==> src/rtl/rob_cdb_completion_tracker.sv <==
// ROB completion tracker for one hardware thread: snoops two CDB ports, marks slots done,
// retires up to two slots per cycle in order, and flushes on a retiring mispredict.
module rob_cdb_completion_tracker #(
  parameter int unsigned ROB_SIZE  = 32,
  parameter int unsigned IDX_W     = 5,
  parameter logic        THREAD_ID = 1'b0
) (
  input  logic             clock,
  input  logic             reset,
  input  logic [1:0]       dispatch_en,
  output logic [IDX_W-1:0] alloc_idx_0,
  output logic [IDX_W-1:0] alloc_idx_1,
  output logic [IDX_W:0]   free_slots,
  output logic             overflow_err,
  input  logic             cdb0_valid,
  input  logic             cdb0_thread,
  input  logic [IDX_W-1:0] cdb0_rob_index,
  input  logic             cdb0_mispredict,
  input  logic             cdb1_valid,
  input  logic             cdb1_thread,
  input  logic [IDX_W-1:0] cdb1_rob_index,
  input  logic             cdb1_mispredict,
  output logic [1:0]       retire_valid,
  output logic [IDX_W-1:0] retire_idx_0,
  output logic [IDX_W-1:0] retire_idx_1,
  output logic             flush,
  output logic [IDX_W-1:0] flush_idx
);

  localparam int unsigned CNT_W = IDX_W + 1;
  localparam logic [CNT_W-1:0] FULL_CNT = CNT_W'(ROB_SIZE);

  typedef enum logic [1:0] {
    SLOT_FREE = 2'd0,
    SLOT_WAIT = 2'd1,
    SLOT_DONE = 2'd2
  } slot_state_e;

  slot_state_e         slot_q [ROB_SIZE];
  slot_state_e         slot_d [ROB_SIZE];
  logic [ROB_SIZE-1:0] misp_q, misp_d;
  logic [IDX_W-1:0]    head_q, head_d, tail_q, tail_d;
  logic [CNT_W-1:0]    free_q, free_d;
  logic                ovf_q, ovf_d;

  logic [IDX_W-1:0]    head_p1, tail_p1, flush_slot;
  logic                rv0, rv1, flush_hit;
  logic [1:0]          n_retire, n_req, n_alloc;
  logic                illegal_req, fits, ovf_set;
  logic                cdb0_ok, cdb1_ok;

  // Retire selection from registered state only, so CDB completions need one cycle to retire
  always_comb begin
    head_p1    = head_q + IDX_W'(1);
    rv0        = (slot_q[head_q] == SLOT_DONE);
    rv1        = rv0 && !misp_q[head_q] && (slot_q[head_p1] == SLOT_DONE);
    flush_hit  = (rv0 && misp_q[head_q]) || (rv1 && misp_q[head_p1]);
    flush_slot = (rv0 && misp_q[head_q]) ? head_q : head_p1;
    n_retire   = {1'b0, rv0} + {1'b0, rv1};
  end

  // Dispatch sizing is judged against pre-retire occupancy
  always_comb begin
    tail_p1     = tail_q + IDX_W'(1);
    n_req       = {1'b0, dispatch_en[0]} + {1'b0, dispatch_en[1]};
    illegal_req = (dispatch_en == 2'b10);
    fits        = (CNT_W'(n_req) <= free_q);
    n_alloc     = (!illegal_req && fits) ? n_req : 2'd0;
    ovf_set     = illegal_req || !fits;
    cdb0_ok     = cdb0_valid && (cdb0_thread == THREAD_ID);
    cdb1_ok     = cdb1_valid && (cdb1_thread == THREAD_ID);
  end

  always_comb begin
    for (int i = 0; i < int'(ROB_SIZE); i++) begin
      slot_d[i] = slot_q[i];
    end
    misp_d = misp_q;
    head_d = head_q;
    tail_d = tail_q;
    free_d = free_q;
    ovf_d  = ovf_q;
    if (flush_hit) begin
      // Flush drops everything in flight; dispatch and CDB this cycle are discarded
      for (int i = 0; i < int'(ROB_SIZE); i++) begin
        slot_d[i] = SLOT_FREE;
      end
      misp_d = '0;
      head_d = flush_slot + IDX_W'(1);
      tail_d = flush_slot + IDX_W'(1);
      free_d = FULL_CNT;
    end else begin
      if (rv0) slot_d[head_q]  = SLOT_FREE;
      if (rv1) slot_d[head_p1] = SLOT_FREE;
      head_d = head_q + IDX_W'(n_retire);
      for (int i = 0; i < int'(ROB_SIZE); i++) begin
        if (slot_q[i] == SLOT_WAIT) begin
          if ((cdb0_ok && (cdb0_rob_index == IDX_W'(i))) ||
              (cdb1_ok && (cdb1_rob_index == IDX_W'(i)))) begin
            slot_d[i] = SLOT_DONE;
            misp_d[i] = (cdb0_ok && (cdb0_rob_index == IDX_W'(i)) && cdb0_mispredict) ||
                        (cdb1_ok && (cdb1_rob_index == IDX_W'(i)) && cdb1_mispredict);
          end
        end
      end
      if (n_alloc != 2'd0) begin
        slot_d[tail_q] = SLOT_WAIT;
        misp_d[tail_q] = 1'b0;
      end
      if (n_alloc == 2'd2) begin
        slot_d[tail_p1] = SLOT_WAIT;
        misp_d[tail_p1] = 1'b0;
      end
      tail_d = tail_q + IDX_W'(n_alloc);
      free_d = free_q - CNT_W'(n_alloc) + CNT_W'(n_retire);
      if (ovf_set) ovf_d = 1'b1;
    end
  end

  always_ff @(posedge clock) begin
    if (!reset) begin
      for (int i = 0; i < int'(ROB_SIZE); i++) begin
        slot_q[i] <= SLOT_FREE;
      end
      misp_q <= '0;
      head_q <= '0;
      tail_q <= '0;
      free_q <= FULL_CNT;
      ovf_q  <= 1'b0;
    end else begin
      for (int i = 0; i < int'(ROB_SIZE); i++) begin
        slot_q[i] <= slot_d[i];
      end
      misp_q <= misp_d;
      head_q <= head_d;
      tail_q <= tail_d;
      free_q <= free_d;
      ovf_q  <= ovf_d;
    end
  end

  // Retire/flush are suppressed while reset is held
  assign retire_valid = reset ? {rv1, rv0} : 2'b00;
  assign flush        = reset && flush_hit;
  assign flush_idx    = flush_slot;
  assign retire_idx_0 = head_q;
  assign retire_idx_1 = head_p1;
  assign alloc_idx_0  = tail_q;
  assign alloc_idx_1  = tail_p1;
  assign free_slots   = free_q;
  assign overflow_err = ovf_q;

endmodule

==> config.mk <==
export PLATFORM = sky130hd
export DESIGN_NAME = rob_cdb_completion_tracker
export DESIGN_NICKNAME = d
export VERILOG_FILES = /design/src/rtl/rob_cdb_completion_tracker.sv
export SDC_FILE = /design/constraint.sdc
export NUM_CORES = 1
export LEC_CHECK = 0
export CAP_MARGIN = 0
export CORE_AREA = 2 2 123 125
export DETAILED_ROUTE_END_ITERATION = 6
export DIE_AREA = 0 0 125 127
export PLACE_DENSITY_LB_ADDON = 0.12
export SLEW_MARGIN = 10
export SYNTH_ARGS = -nofsm -noshare
export SYNTH_HDL_FRONTEND = slang
export SYNTH_SLANG_ARGS = --single-unit
==> constraint.sdc <==
create_clock -name clock -period 14.9 [get_ports clock]
set_input_delay 2.98 -clock clock [delete_from_list [all_inputs] [get_ports clock]]
set_output_delay 2.98 -clock clock [all_outputs]
set_load 0.05 [all_outputs]
==> impl_metrics.tcl, run 1 <==
set metrics [dict create \
    status "completed" \
    yosysWarningCount 0 \
    tightest_slew_ns 1.08 \
    die_area_um2 15900 \
    critPathKind "reg -> out" \
    pin_count 55 \
    antenna_found_initial 0 \
    crit_slowest_cell "nor4_4" \
    start_kind "register" \
    peakVddDrop_uv 115 \
    drive_gt1_share_pct 9.94 \
    syn_area_per_cell_um2 8.79 \
    core_um2 14400 \
    crit_path_cell_trace "buf_4 -> ha_1 -> nor2b_1 -> a32oi_1 -> nand2b_1 -> o22ai_2 -> nor4_4 -> a31o_2 -> nand2_1 -> inv_1 -> clkdlybuf4s50_1" \
    postCtsSetupBuffers 0 \
    cp_data_required_time_ns 11.92 \
    syn_area_um2 8910 \
    clockBufferDepth 2 \
    grt_pass1_wl_mm 47.2 \
    antenna_cells 0 \
    p_sw_share_pct 32.5 \
    grt_pass1_vias 8124 \
    num_vias 8979 \
    root_buffer "clkbuf_16" \
    drtIter0Drc 1491 \
    cts_sinks 113 \
    power.density_nw_per_um2 98.7 \
    total_power_mw 0.976 \
    async_flop_share_pct 0 \
    detail_route.vias_per_cell 7.36 \
    synth_fp_nets 1067 \
    portBuffers 54 \
    nFillCells 1187 \
    p_comb_share_pct 24.0 \
    hpwl_mm 22.6 \
    synth_flop_cell "dfxtp_1" \
    synth_seq_cells 113 \
    num_rows 44 \
    cts_hold_buf 0 \
    start_util_pct 61.8 \
    h-tree-depth 4 \
    setup_viol 0 \
    cts_resized 0 \
    ant_nets 0 \
    drc 0 \
    fmax_ghz 0.121 \
    crit_fanout 50 \
    track_usage_pct 38.4 \
    hp-class "reg -> reg" \
    synth_edf_count 0 \
    maxCapViolations 0 \
    worstSetupEndpointType "output port" \
    area_delta_synth_final_pct 11.0 \
    clkTransAtPathRegs_ns 0.06 \
    critical_path_buf_inv_count 3 \
    seq_area_frac_synth_pct 25.4 \
    path_delay_family "simple AND/OR/NAND/NOR gates" \
    p_switching_mw 0.317 \
    rsz0062_at_grt "false" \
    slew_violations 0 \
    min_period_ns 8.28 \
    clk_latency_ns 0.43 \
    syn_inst 1014 \
    firstDrtPassIters 7 \
    ys_types 81 \
    grt_overflow 0 \
    gp_congestion 1.00 \
    cts_made_buffers 17 \
    num-nets-final 1076 \
    slew_headroom_pct 27.5 \
    finalClockSkew_ns 0.00889 \
    die_h_um 127 \
    cp_slowest_stage_delay_ns 0.84 \
    period_share_pct 55.6 \
    intPower_mw 0.659 \
    finalSetupTns_ns 0 \
    cts_tree "yes" \
    final_hold_viol_count 0 \
    power_frac_clock_pct 42.6 \
    critPathArrivalTime_ns 5.30 \
    detail_route.wl_per_cell_um 25.4 \
    grt_max_degree 55 \
    p_seq_share_pct 33.4 \
    power.leakage_nw 3.38 \
    drt-total-wl_mm 31.0 \
    die_w_um 125 \
]
worst reg2reg max path, cell delays in order (launching register included):
cell,delay [ns]
dfxtp_2,0.31
buf_4,0.57
ha_1,0.79
nor2b_1,0.10
a32oi_1,0.32
nand2b_1,0.42
o22ai_2,0.20
nor4_4,0.84
and3_1,0.31
ha_1,0.22
inv_1,0.12
fa_1,0.56
inv_1,0.06
ha_1,0.29
a21o_1,0.17
a21oi_1,0.22
o21bai_1,0.09
a21oi_1,0.18
xnor2_1,0.13
nand2_1,0.07
worst paths after layout:
| kind | startpoint | to | slack, ns | cells past startpoint |
|---|---|---|---|---|
| min | overflow_err | overflow_err | 0.47 | 1 |
| min reg2reg | overflow_err | overflow_err | 0.47 | 1 |
| max reg2reg | retire_idx_0[1] | free_slots[5] | 8.76 | 19 |
| max | retire_idx_0[1] | flush | 6.62 | 11 |
placed cells by master (no fill, tap or decap), types with 38 or more instances in the layout:
| cell type | n |
|---|---|
| a21oi_1 | 75 |
| a22oi_1 | 51 |
| and2_1 | 38 |
| clkdlybuf4s50_1 | 54 |
| dfxtp_1 | 111 |
| inv_1 | 47 |
| mux2i_1 | 48 |
| nand2_1 | 87 |
| nor2_1 | 68 |
| o221ai_1 | 48 |
| o22ai_1 | 73 |
layout make-up:
type                            instances  area (um^2)  area share, %
Sequential cell                       113         2260           22.9
Timing Repair Buffer                   60          586           5.92
Clock buffer                           19          433           4.38
Tap cell                              184          230           2.33
Multi-Input combinational cell        781         6020           60.9
Clock inverter                         13          161           1.63
Inverter                               50          188           1.90
power groups by stage:
stage	registers, mW	clock network, mW	logic [mW]
after global placement	0.332	0	0.227
after CTS	0.325	0.416	0.232
after global routing	0.327	0.430	0.251
after floorplan	0.359	0	0.142
after detailed placement	0.332	0	0.231
final	0.326	0.415	0.235
cell families after synthesis:
group / synth area share [%]
buf+inv: 7.01
mux: 15.2
xor+xnor: 2.05
simple gates: 20.1
compound gates: 25.2
fa+ha+maj: 4.97
flops: 25.4
flip-flops by register name (all words and copies together), names as in the netlist:
signal        count
slot_q           64
misp_q           32
free_slots        6
alloc_idx_0       5
retire_idx_0      5
overflow_err      1
synth_stat cells, types with 3 or more instances:
master     number  area share, %
or3_1           4           0.28
xnor2_1        12            1.2
o22a_1          5           0.49
or3b_2          3           0.29
nand4_4         4           0.96
clkinv_1        3           0.13
mux4_2         30            7.6
o221ai_1       48            4.7
nor3_1          7           0.39
inv_1          47            2.0
buf_2          12           0.67
buf_1           7           0.29
dfxtp_1       113             25
nand2_1        88            3.7
buf_6          11            1.4
nor2_1         68            2.9
nand2b_1        5           0.35
o211ai_1        7           0.59
mux4_1          5            1.5
xor2_1          7           0.69
ha_1           29            4.1
a21oi_1        75            4.2
nor2b_1        26            1.8
o21ai_0         4           0.22
mux2_2          6           0.76
nor3b_1         7           0.59
nand4_1         4           0.28
nand3_1        32            1.8
and3_1          3           0.21
o2111ai_1      10           0.98
mux2i_1        48            5.4
a22oi_1        51            4.3
buf_4          11           0.93
o22ai_1        73            5.1
and2_1         38            2.7
fa_1            4           0.90
nand3b_1       26            2.2
clkbuf_1       25            1.1
routing by layer:
layer	vias up	global-route usage, %	wire [um]
met5	-	0	0
met4	0	22.8	2100
met2	688	56.6	13200
met1	4241	51.1	11900
met3	147	9.76	3790
li1	3903	-	-
metrics by stage:
| stage | utilization, % | cells | cell area (um^2) | hold WS (ns) | worst slack (ns) |
|---|---|---|---|---|---|
| finish | 68.5 | 1220 | 9890 | 0.466 | 6.62 |
| global route | 68.5 | 1220 | 9890 | 0.498 | 6.37 |
| CTS | 68.5 | 1220 | 9890 | 0.466 | 6.61 |
| detailed placement | 64.4 | 1188 | 9290 | 0.453 | 7.01 |
| global placement | 64.4 | 1188 | 9290 | 0.466 | 7.08 |
| floorplan | - | 1014 | 8910 | 0.467 | 6.97 |
Note: power is estimated with default switching activity, not from simulation.
==> inputs of run 2 (changes only) <==
--- a/config.mk
+++ b/config.mk
@@ -6,9 +6,9 @@
 export NUM_CORES = 1
 export LEC_CHECK = 0
 export CAP_MARGIN = 0
-export CORE_AREA = 2 2 123 125
+export CORE_AREA = 2 2 124 126
 export DETAILED_ROUTE_END_ITERATION = 6
-export DIE_AREA = 0 0 125 127
+export DIE_AREA = 0 0 126 128
 export PLACE_DENSITY_LB_ADDON = 0.12
 export SLEW_MARGIN = 10
 export SYNTH_ARGS = -nofsm -noshare
==> constraint.sdc (replaced) <==
create_clock -name clock -period 7.9 [get_ports clock]
set_input_delay 1.58 -clock clock [delete_from_list [all_inputs] [get_ports clock]]
set_output_delay 1.58 -clock clock [all_outputs]
set_load 0.05 [all_outputs]
==> impl_metrics.tcl, run 2 (synthesis gave the netlist of run 1 again) <==
set metrics [dict create \
    status "completed" \
    fmax_ghz 0.149 \
    hp-class "reg -> reg" \
    track_usage_pct 39.2 \
    slew_violations 0 \
    worstSetupEndpointType "output port" \
    peakVddDrop_uv 179 \
    clkTransAtPathRegs_ns 0.05 \
    core_um2 14900 \
    drt-total-wl_mm 31.8 \
    postCtsSetupBuffers 0 \
    min_period_ns 6.71 \
    cts_hold_buf 0 \
    hpwl_mm 23.3 \
    cp_data_required_time_ns 6.32 \
    grt_max_degree 39 \
    cts_resized 0 \
    area_delta_synth_final_pct 11.7 \
    num_rows 45 \
    place_ws_ns 1.67 \
    power.density_nw_per_um2 191 \
    tightest_slew_ns 1.12 \
    grt_pass1_vias 8140 \
    clockBufferDepth 2 \
    detail_route.wl_per_cell_um 25.9 \
    drc 0 \
    cts_made_buffers 17 \
    drtIter0Drc 1349 \
    firstDrtPassIters 5 \
    detail_route.vias_per_cell 7.28 \
    start_kind "register" \
    final_hold_viol_count 0 \
    cts_sinks 113 \
    cts_tree "yes" \
    largest_reg_flops 64 \
    clk_latency_ns 0.43 \
    h-tree-depth 4 \
    grt_pass1_wl_mm 48.2 \
    rsz0062_at_grt "false" \
    antenna_cells 0 \
    critPathArrivalTime_ns 5.13 \
    die_w_um 126 \
    total_power_mw 1.90 \
    setup_viol 0 \
    maxCapViolations 0 \
    largest_register "slot_q" \
    final_common_cell "dfxtp_1" \
    die_area_um2 16100 \
    period_share_pct 84.9 \
    finalClockSkew_ns 0.00852 \
    num-nets-final 1079 \
    root_buffer "clkbuf_16" \
    power.leakage_nw 3.43 \
    critPathKind "reg -> out" \
    crit_fanout 26 \
    finalSetupTns_ns 0 \
    slew_headroom_pct 25.1 \
    pin_count 55 \
    start_util_pct 59.9 \
    drive_gt1_share_pct 10.1 \
    hold_ws_ns 0.466 \
    ant_nets 0 \
    die_h_um 128 \
    num_vias 8938 \
    portBuffers 54 \
    gp_congestion 0.969 \
    antenna_found_initial 1 \
    fin_ws_ns 1.19 \
    layout_common_cells "111 x dfxtp_1, 87 x nand2_1, 75 x a21oi_1, 73 x o22ai_1, 68 x nor2_1" \
    grt_overflow 0 \
]
## run 2: critical path: stages (launching register included)
cell             delay [ns]
dfxtp_2                0.70
inv_1                  0.25
ha_1                   0.38
buf_4                  0.44
mux4_1                 0.61
inv_1                  0.07
o22ai_1                0.13
or4_1                  0.86
a31o_2                 0.39
nand2_1                0.11
inv_1                  0.05
clkdlybuf4s50_1        0.69
## run 2: worst paths after layout
| check | slack, ns | end | from | depth (start not counted) |
|---|---|---|---|---|
| worst max-delay path | 1.19 | flush | retire_idx_0[0] | 11 |
| worst min-delay path | 0.47 | overflow_err | overflow_err | 1 |
| worst max register to register | 1.98 | free_slots[5] | retire_idx_0[0] | 19 |
| worst min register to register | 0.47 | overflow_err | overflow_err | 1 |
## run 2: power by group
part           switching (mW)  internal, mW
registers              0.0293         0.592
logic                   0.280         0.157
clock network           0.281         0.565
total                   0.590          1.31
## run 2: final cells by class
cell class | count | area [um^2]
Multi-Input combinational cell | 781 | 6020
Fill cell | 1280 | 4910
Sequential cell | 113 | 2260
Timing Repair Buffer | 63 | 608
Clock buffer | 21 | 450
Tap cell | 188 | 235
Inverter | 50 | 188
Clock inverter | 11 | 184
## run 2: layer usage
metal  global-route usage (%)  up-vias  share of wire [%]
li1                         -     3903                  -
met1                     52.8     4311                 40
met2                     57.7      596                 43
met3                     9.68      128                 11
met4                     22.0        0                6.3
met5                        0        -                  0
## run 2: per-stage QoR
step                      instances  area, um^2  util (%)
after floorplan                1014        8910         -
after global placement         1195        9320      62.7
after detailed placement       1195        9320      62.7
after CTS                      1227        9950      67.0
after global routing           1227        9950      67.0
final                          1227        9950      67.0
==> inputs of run 3 (changes only) <==
==> constraint.sdc (replaced) <==
create_clock -name clock -period 6.8 [get_ports clock]
set_input_delay 1.36 -clock clock [delete_from_list [all_inputs] [get_ports clock]]
set_output_delay 1.36 -clock clock [all_outputs]
set_load 0.05 [all_outputs]
==> impl_metrics.tcl, run 3 (synthesis gave the netlist of run 1 again) <==
set metrics [dict create \
    largest_reg_flops 64 \
    fin_util_pct 66.5 \
    drc 2 \
    die_area_um2 16100 \
    portBuffers 54 \
    fmax_ghz 0.164 \
    detail_route.vias_per_cell 7.28 \
    grt_pass1_vias 7945 \
    num_rows 45 \
    critPathKind "reg -> out" \
    violations "DRC" \
    root_buffer "clkbuf_16" \
    firstDrtPassIters 7 \
    clk_latency_ns 0.44 \
    power.leakage_nw 3.40 \
    final_common_cell "dfxtp_1" \
    peakVddDrop_uv 228 \
    rsz0062_at_grt "false" \
    slew_violations 0 \
    start_util_pct 59.9 \
    crit_fanout 17 \
    cp_data_required_time_ns 5.44 \
    maxCapViolations 0 \
    cts_hold_buf 0 \
    drt-total-wl_mm 31.8 \
    hold_ws_ns 0.467 \
    cts_made_buffers 17 \
    clkTransAtPathRegs_ns 0.06 \
    num-nets-final 1083 \
    postCtsSetupBuffers 0 \
    die_w_um 126 \
    drive_gt1_share_pct 10.7 \
    gp_congestion 1.03 \
    largest_register "slot_q" \
    stdcell_area_um2 9880 \
    cts_tree "yes" \
    setup_viol 0 \
    cts_sinks 113 \
    grt_pass1_wl_mm 48.1 \
    clockBufferDepth 2 \
    layout_common_cells "111 x dfxtp_1, 88 x nand2_1, 75 x a21oi_1, 73 x o22ai_1, 68 x nor2_1" \
    cts_resized 0 \
    drtIter0Drc 1555 \
    finalClockSkew_ns 0.00757 \
    core_um2 14900 \
    nFillCells 1268 \
    pin_count 55 \
    place_area_um2 9350 \
    area_delta_synth_final_pct 10.9 \
    grt_overflow 0 \
    start_kind "register" \
    final_hold_viol_count 0 \
    finalSetupTns_ns 0 \
    tightest_slew_ns 0.922 \
    track_usage_pct 39.4 \
    antenna_cells 0 \
    ant_nets 0 \
    status "complete, but fails checks" \
    grt_max_degree 53 \
    antenna_found_initial 1 \
    power.density_nw_per_um2 208 \
    min_period_ns 6.09 \
    slew_headroom_pct 38.5 \
    hp-class "reg -> reg" \
    worstSetupEndpointType "output port" \
    detail_route.wl_per_cell_um 25.9 \
    hpwl_mm 23.3 \
    period_share_pct 89.6 \
    num_vias 8963 \
    critPathArrivalTime_ns 4.73 \
    h-tree-depth 4 \
    die_h_um 128 \
]
[run 3: cell types whose count changed in the layout (fill, tap and decap cells not counted), moves of 2 or more]
| cell | previous run | this run |
|---|---|---|
| clkbuf_1 | 3 | 0 |
| clkinvlp_4 | 0 | 3 |
| bufinv_16 | 5 | 0 |
| clkinv_4 | 0 | 5 |
| buf_4 | 9 | 14 |
| inv_6 | 1 | 3 |
[run 3: stage by stage]
| stage | total power [mW] | setup slack (ns) | cells |
|---|---|---|---|
| 3_5_place_dp | 1.23 | 1.21 | 1199 |
| 4_1_cts | 2.05 | 0.698 | 1231 |
| 5_1_grt | 2.13 | 0.536 | 1231 |
| 2_1_floorplan | 1.10 | 0.270 | 1014 |
| 6_report | 2.06 | 0.710 | 1231 |
| 3_3_place_gp | 1.23 | 1.24 | 1199 |
[run 3: path summary, 6_finish.rpt]
path	slack, ns	from	cells after the start	endpoint
worst max-delay path	0.71	retire_idx_0[1]	9	retire_valid[1]
worst min-delay path	0.47	overflow_err	1	overflow_err
worst max register to register	1.24	retire_idx_0[1]	18	free_slots[5]
worst min register to register	0.47	overflow_err	1	overflow_err
[run 3: power by group]
group	leakage [nW]	total, mW	internal [mW]	switching, mW
clock	0.260	0.830	0.466	0.364
combinational	2.23	0.505	0.183	0.322
sequential	0.914	0.722	0.687	0.0345
total	3.40	2.06	1.34	0.720
[run 3: per-layer routing]
metal  vias to the layer above  share of wire [%]  GRT usage (%)
met4                         0                5.2           18.5
met5                         -                  0              0
met3                       130                 13           13.4
met1                      4296                 39           53.4
met2                       622                 42           56.3
li1                       3915                  -              -
[run 3: worst max-delay path, stage by stage (launching register included)]
cell and delay (ns):
dfxtp_2 0.40, inv_1 0.10, ha_1 0.89, mux4_1 0.67, inv_1 0.09, o22ai_1 0.10
or4_1 0.84, and3_1 0.33, and2_1 0.16, clkdlybuf4s50_1 0.69
[run 3: layout make-up]
class / instances / area [um^2] / share of cell area, %
flip-flops and latches: 113 / 2260 / 22.9
multi-input cells: 781 / 6020 / 60.9
repair buffers: 67 / 636 / 6.43
well taps: 188 / 235 / 2.38
clock inverters: 15 / 113 / 1.14
clock buffers: 17 / 425 / 4.30
inverters: 50 / 188 / 1.90
